--- src/rtl/instr_loader_pkg.sv ---
// rtl/instr_loader_pkg.sv - Shared types and immediate limits for the instruction memory loader.
package instr_loader_pkg;

  typedef enum logic [2:0] {
    FMT_R = 3'd0,
    FMT_I = 3'd1,
    FMT_S = 3'd2,
    FMT_B = 3'd3,
    FMT_U = 3'd4,
    FMT_J = 3'd5
  } fmt_t;

  typedef enum logic [2:0] {
    ERR_NONE     = 3'd0,
    ERR_RANGE    = 3'd1,
    ERR_ALIGN    = 3'd2,
    ERR_FMT      = 3'd3,
    ERR_OVERFLOW = 3'd4,
    ERR_READBACK = 3'd5
  } err_t;

  // Signed byte-offset limits for the I/S, B and J immediates.
  localparam logic signed [31:0] IMM12_MIN = -32'sd2048;
  localparam logic signed [31:0] IMM12_MAX = 32'sd2047;
  localparam logic signed [31:0] IMM13_MIN = -32'sd4096;
  localparam logic signed [31:0] IMM13_MAX = 32'sd4094;
  localparam logic signed [31:0] IMM21_MIN = -32'sd1048576;
  localparam logic signed [31:0] IMM21_MAX = 32'sd1048574;

endpackage

--- src/rtl/instr_field_encoder.sv ---
// rtl/instr_field_encoder.sv - Combinational RV32I field packer with immediate legality checks.
module instr_field_encoder
  import instr_loader_pkg::*;
(
  input  logic [2:0]  fmt,
  input  logic [6:0]  op,
  input  logic [2:0]  funct3,
  input  logic [6:0]  funct7,
  input  logic [4:0]  rd,
  input  logic [4:0]  rs1,
  input  logic [4:0]  rs2,
  input  logic [31:0] imm,
  output logic [31:0] word,
  output logic [2:0]  err_code
);

  logic signed [31:0] simm;
  assign simm = imm;

  // Range is checked after alignment so that it wins when both apply.
  always_comb begin
    word     = '0;
    err_code = ERR_NONE;
    case (fmt)
      FMT_R: word = {funct7, rs2, rs1, funct3, rd, op};
      FMT_I: begin
        word = {imm[11:0], rs1, funct3, rd, op};
        if (simm < IMM12_MIN || simm > IMM12_MAX) err_code = ERR_RANGE;
      end
      FMT_S: begin
        word = {imm[11:5], rs2, rs1, funct3, imm[4:0], op};
        if (simm < IMM12_MIN || simm > IMM12_MAX) err_code = ERR_RANGE;
      end
      FMT_B: begin
        word = {imm[12], imm[10:5], rs2, rs1, funct3, imm[4:1], imm[11], op};
        if (imm[0]) err_code = ERR_ALIGN;
        if (simm < IMM13_MIN || simm > IMM13_MAX) err_code = ERR_RANGE;
      end
      FMT_U: begin
        word = {imm[31:12], rd, op};
        if (imm[11:0] != 12'd0) err_code = ERR_ALIGN;
      end
      FMT_J: begin
        word = {imm[20], imm[10:1], imm[11], imm[19:12], rd, op};
        if (imm[0]) err_code = ERR_ALIGN;
        if (simm < IMM21_MIN || simm > IMM21_MAX) err_code = ERR_RANGE;
      end
      default: err_code = ERR_FMT;
    endcase
  end

endmodule

--- src/rtl/instr_mem_loader.sv ---
// rtl/instr_mem_loader.sv - Packs field-level requests into RV32I words and writes them to instruction memory.
// Optional write readback check enabled by INSTR_LOADER_READBACK_EN.
module instr_mem_loader
  import instr_loader_pkg::*;
#(
  parameter int ADDR_W = 8
) (
  input  logic              clk,
  input  logic              reset,
  input  logic              start,
  input  logic [ADDR_W-1:0] base_addr,
  input  logic              req_valid,
  output logic              req_ready,
  input  logic              req_last,
  input  logic [2:0]        req_fmt,
  input  logic [6:0]        req_op,
  input  logic [2:0]        req_funct3,
  input  logic [6:0]        req_funct7,
  input  logic [4:0]        req_rd,
  input  logic [4:0]        req_rs1,
  input  logic [4:0]        req_rs2,
  input  logic [31:0]       req_imm,
  output logic              mem_we,
  output logic [ADDR_W-1:0] mem_addr,
  output logic [31:0]       mem_wdata,
  input  logic              mem_ack,
`ifdef INSTR_LOADER_READBACK_EN
  output logic              mem_re,
  input  logic [31:0]       mem_rdata,
`endif
  output logic              busy,
  output logic              done,
  output logic              err,
  output logic [2:0]        err_code,
  output logic [ADDR_W:0]   words_written
);

  localparam logic [2:0] S_IDLE   = 3'd0;
  localparam logic [2:0] S_ACCEPT = 3'd1;
  localparam logic [2:0] S_WRITE  = 3'd2;
  localparam logic [2:0] S_DONE   = 3'd3;
`ifdef INSTR_LOADER_READBACK_EN
  localparam logic [2:0] S_VERIFY = 3'd4;
`endif

  logic [2:0]        state;
  logic [ADDR_W-1:0] addr;
  logic              full;
  logic              last_q;
  logic [31:0]       enc_word;
  logic [2:0]        enc_err;
  logic [2:0]        acc_err;
  logic [2:0]        new_err;
  logic              handshake;
  logic              step_addr;
`ifdef INSTR_LOADER_READBACK_EN
  logic              verify_pend;
`endif

  instr_field_encoder u_enc (
    .fmt      (req_fmt),
    .op       (req_op),
    .funct3   (req_funct3),
    .funct7   (req_funct7),
    .rd       (req_rd),
    .rs1      (req_rs1),
    .rs2      (req_rs2),
    .imm      (req_imm),
    .word     (enc_word),
    .err_code (enc_err)
  );

  assign req_ready = (state == S_ACCEPT);
  assign mem_we    = (state == S_WRITE);
  assign mem_addr  = addr;
  assign done      = (state == S_DONE);
  assign handshake = req_valid & req_ready;
  // Once the top word has been written, every later request overflows.
  assign acc_err   = full ? ERR_OVERFLOW : enc_err;

`ifdef INSTR_LOADER_READBACK_EN
  assign mem_re    = (state == S_VERIFY);
  assign busy      = (state == S_ACCEPT) || (state == S_WRITE) || (state == S_VERIFY);
  assign step_addr = (state == S_VERIFY);
`else
  assign busy      = (state == S_ACCEPT) || (state == S_WRITE);
  assign step_addr = (state == S_WRITE) && mem_ack;
`endif

  always_comb begin
    new_err = ERR_NONE;
    if (handshake) new_err = acc_err;
`ifdef INSTR_LOADER_READBACK_EN
    // Readback belongs to the earlier word, so it takes precedence.
    if (verify_pend && (mem_rdata != mem_wdata)) new_err = ERR_READBACK;
`endif
  end

  always_ff @(posedge clk or negedge reset) begin
    if (!reset) begin
      state         <= S_IDLE;
      addr          <= '0;
      full          <= 1'b0;
      last_q        <= 1'b0;
      mem_wdata     <= '0;
      err           <= 1'b0;
      err_code      <= '0;
      words_written <= '0;
`ifdef INSTR_LOADER_READBACK_EN
      verify_pend   <= 1'b0;
`endif
    end else begin
`ifdef INSTR_LOADER_READBACK_EN
      verify_pend <= (state == S_VERIFY);
`endif
      if (new_err != ERR_NONE) begin
        err <= 1'b1;
        if (err_code == ERR_NONE) err_code <= new_err;
      end
      if (step_addr) begin
        if (addr == {ADDR_W{1'b1}}) full <= 1'b1;
        else                        addr <= addr + ADDR_W'(1);
      end
      case (state)
        S_IDLE: begin
          if (start) begin
            state         <= S_ACCEPT;
            addr          <= base_addr;
            full          <= 1'b0;
            err           <= 1'b0;
            err_code      <= '0;
            words_written <= '0;
          end
        end
        S_ACCEPT: begin
          if (handshake) begin
            last_q    <= req_last;
            mem_wdata <= enc_word;
            if (acc_err == ERR_NONE) state <= S_WRITE;
            else if (req_last)       state <= S_DONE;
          end
        end
        S_WRITE: begin
          if (mem_ack) begin
            words_written <= words_written + (ADDR_W+1)'(1);
`ifdef INSTR_LOADER_READBACK_EN
            state <= S_VERIFY;
`else
            state <= last_q ? S_DONE : S_ACCEPT;
`endif
          end
        end
`ifdef INSTR_LOADER_READBACK_EN
        S_VERIFY: state <= last_q ? S_DONE : S_ACCEPT;
`endif
        S_DONE:  state <= S_IDLE;
        default: state <= S_IDLE;
      endcase
    end
  end

endmodule

--- config.mk ---
export PLATFORM = sky130hd
export DESIGN_NAME = instr_mem_loader
export DESIGN_NICKNAME = d
export VERILOG_FILES = /design/src/rtl/instr_loader_pkg.sv /design/src/rtl/instr_field_encoder.sv /design/src/rtl/instr_mem_loader.sv
export SDC_FILE = /design/constraint.sdc
export NUM_CORES = 1
export LEC_CHECK = 0
export BUFFER_PORTS_ARGS = -buffer_cell sky130_fd_sc_hd__buf_2
export CAP_MARGIN = 25
export CORE_UTILIZATION = 52
export DETAILED_ROUTE_END_ITERATION = 7
export PLACE_DENSITY_LB_ADDON = 0.15
export SLEW_MARGIN = 20
export SYNTH_ARGS = -nofsm -noshare
export SYNTH_HDL_FRONTEND = slang
export SYNTH_SLANG_ARGS = --single-unit
--- constraint.sdc ---
create_clock -name clk -period 6.4 [get_ports clk]
set_input_delay 1.28 -clock clk [delete_from_list [all_inputs] [get_ports clk]]
set_output_delay 1.28 -clock clk [all_outputs]
set_load 0.005 [all_outputs]
==> results.ini <==
[finish]
fillers = 524
drive_above_1_share = 0.330
diodes = 0
area_growth_pct = 28.8
finalNetCount = 577

[drt]
firstDrtPassIters = 4
ant_nets = 0
drcViolationCount = 0
wl_per_cell_um = 14.9
num_vias = 3242
drt-initial-drc-count = 171
avgViaCountPerCell = 5.70
routed_wl_mm = 8.47

[pwr]
p_total_mw = 1.61
internal_power_mw = 1.03
switchingPower_mw = 0.576
pwr_density_cell_nw_per_um2 = 387
switching_share = 0.359
ir_drop_uv = 248
power_frac_clock = 0.231
comb_power_share = 0.383
leakage_nw = 2.00
power_frac_seq = 0.386

[timing]
max_freq_mhz = 323
finalSetupViolations = 0
tns_ns = 0
tightestPinTransition_ns = 0.858
fin_crit_sh = 0.484
clock_skew_ns = 0.00692
hold_violations = 0
slew_headroom = 0.426
maxSlewViolCount = 0
rsz0062_at_grt = no
fin_ws_ns = 3.30
period_minus_slack_ns = 3.10

[logic_synthesis]
ys_warn_count = 0
netlist_area_sq_um = 3220
postSynthCellCount = 360
synth_top_cell_by_area = dfrtp_1
syn_area_per_cell_sq_um = 8.96
ys_types = 45
synth_seq_cells = 57
yosysSeqAreaShare = 0.442
synth_top_area_frac = 0.442
yosysMostFrequentCell = dfrtp_1
yosys_most_used_dff = dfrtp_1
synth_edf_count = 0
netlist_top_cells_count = dfrtp_1 (57), nand2_1 (39), nor2_1 (37)
syn-num-nets = 447
synthTopCellsByArea = dfrtp_1 (44%), a22oi_1 (5.1%), nand2_1 (4.5%)
postSynth.asyncResetShare = 1.00

[critical_path]
cp-start-kind = input port
cpPeakStageDelay_ns = 0.52
crit_chain = buf_2 > or4_1 > nor4_2 > a221oi_1 > a31oi_2 > o21ai_2 > o311ai_4 > nand2_2 > mux2_4
required_ns = 6.63
arrival_ns = 3.33
reg2reg_slack_ns = 3.53
cp_slowest_cell = or4_1
rr_worst_depth = 5
crit_type = input port to flip-flop
end_kind = flip-flop
worstPathMaxFanout = 8
timing.rr.end = mem_wdata[6]
endpoint = state[0]
setup.worst_path.start = req_imm[11]
timing.rr.start = state[1]

[cts]
postCtsResizedCells = 0
tritoncts = yes
clock_path_buffers = 2
clock_latency_ns = 0.34
cts_hold_buf = 0
cts_setup_buffers = 0
cts_buffers = 9
htreeDepth = 3
cts.sinks = 57
cts-root-buf = clkbuf_8
clkTransAtPathRegs_ns = 0.06

[floorplan]
die_h_um = 80.7
dieArea_sq_um = 6520
core_sq_um = 5960
pin_count = 138
start_util = 0.541
num_rows = 28
die_w_um = 80.7

[place]
io_buffers = 137
gp_congestion = 0.849
hpwlAfterDp_mm = 6.30
pre_cts_slack_ns = 2.96

[run]
maxCapViolations = 0

[hold_path]
hold_path_depth = 2
hp-class = flip-flop to flip-flop

[global_routing]
grt_util_all_layers = 0.272
grt_pass1_wl_mm = 13.5
grt_remaining_overflow = 0
grt_pass1_vias = 2969
grt_max_degree = 50
antenna_found_initial = 0

[status]
status = finished clean

## how the worst min path moves through the flow
stage,from,endpoint,slack [ns]
floorplan,mem_wdata[10],mem_wdata[10],0.48
global placement,mem_wdata[8],mem_wdata[8],0.46
detailed placement,mem_wdata[8],mem_wdata[8],0.47
CTS,mem_wdata[8],mem_wdata[8],0.48
global route,mem_wdata[8],mem_wdata[8],0.51
finish,mem_wdata[8],mem_wdata[8],0.48
## sequential cells by signal, summed over array words and instances, names as in the netlist
register,flops
mem_wdata,32
last_q,1
err,1
words_written,9
full,1
mem_addr,8
state,2
err_code,3
## stage by stage
stage                     hold slack, ns  instances  utilization  cell area (sq um)
after floorplan                    0.479        360            -               3220
after global placement             0.464        554        0.662               3940
after detailed placement           0.470        554        0.662               3940
after CTS                          0.484        569        0.697               4150
after global routing               0.512        569        0.697               4150
final                              0.480        569        0.697               4150
## routing by layer
layer / up-vias / part of all wire / track usage
met5: - / 0 / 0
met3: 14 / 0.053 / 0.0416
met1: 1506 / 0.45 / 0.346
li1: 1598 / - / -
met2: 124 / 0.48 / 0.465
met4: 0 / 0.019 / 0.109
## power groups by stage
stage	Combinational [mW]	Sequential, mW	Clock, mW
2_1_floorplan	0.349	0.624	0
3_3_place_gp	0.602	0.619	0
3_5_place_dp	0.621	0.622	0
4_1_cts	0.621	0.620	0.374
5_1_grt	0.692	0.641	0.391
6_report	0.615	0.620	0.371
## cell families (layout without fill, tap and decap cells)
family	count (synthesis)	after routing	share of synthesized area
AO/OA/AOI/OAI	118	118	0.252
multiplexers	8	8	0.0272
adder cells (fa/ha/maj)	6	6	0.0233
flip-flops	57	57	0.442
XOR/XNOR	11	11	0.0299
AND/OR/NAND/NOR	131	131	0.192
buffers and inverters	29	163	0.0338
## worst max-delay path: cells and delay by family
kind	cells	cell delay (ns)
AOI/OAI and AO/OA	4	0.78
buffers and inverters	1	0.15
muxes	1	0.30
and+or+nand+nor	3	0.81
## cell type report
cell class                      count  area [sq um]  area share
Clock buffer                       12           145      0.0350
Inverter                           10          37.5     0.00904
Tap cell                           75          93.8      0.0226
Timing Repair Buffer              138           693       0.167
Multi-Input combinational cell    274          1690       0.407
Clock inverter                      3          65.1      0.0157
Sequential cell                    57          1430       0.343
## cells in the final DEF (no fill, tap or decap), drive strengths merged, types with 2 or more instances in the layout
| cell | n |
|---|---|
| nor2b | 2 |
| nand4 | 12 |
| clkbuf | 12 |
| inv | 10 |
| a21o | 2 |
| a21oi | 23 |
| nand2b | 3 |
| and2 | 2 |
| nand3 | 13 |
| a22oi | 22 |
| nor3 | 5 |
| o311ai | 2 |
| a221oi | 9 |
| mux2i | 5 |
| a211oi | 2 |
| bufinv | 2 |
| a31oi | 6 |
| o22a | 6 |
| mux2 | 3 |
| dfrtp | 57 |
| buf | 138 |
| nor2 | 37 |
| o21ai | 31 |
| nand2 | 40 |
| a22o | 11 |
| nor4 | 7 |
| or4 | 3 |
| xor2 | 7 |
| ha | 6 |
| and3 | 4 |
| xnor2 | 4 |
No activity file was read; power rests on OpenSTA's default activity.
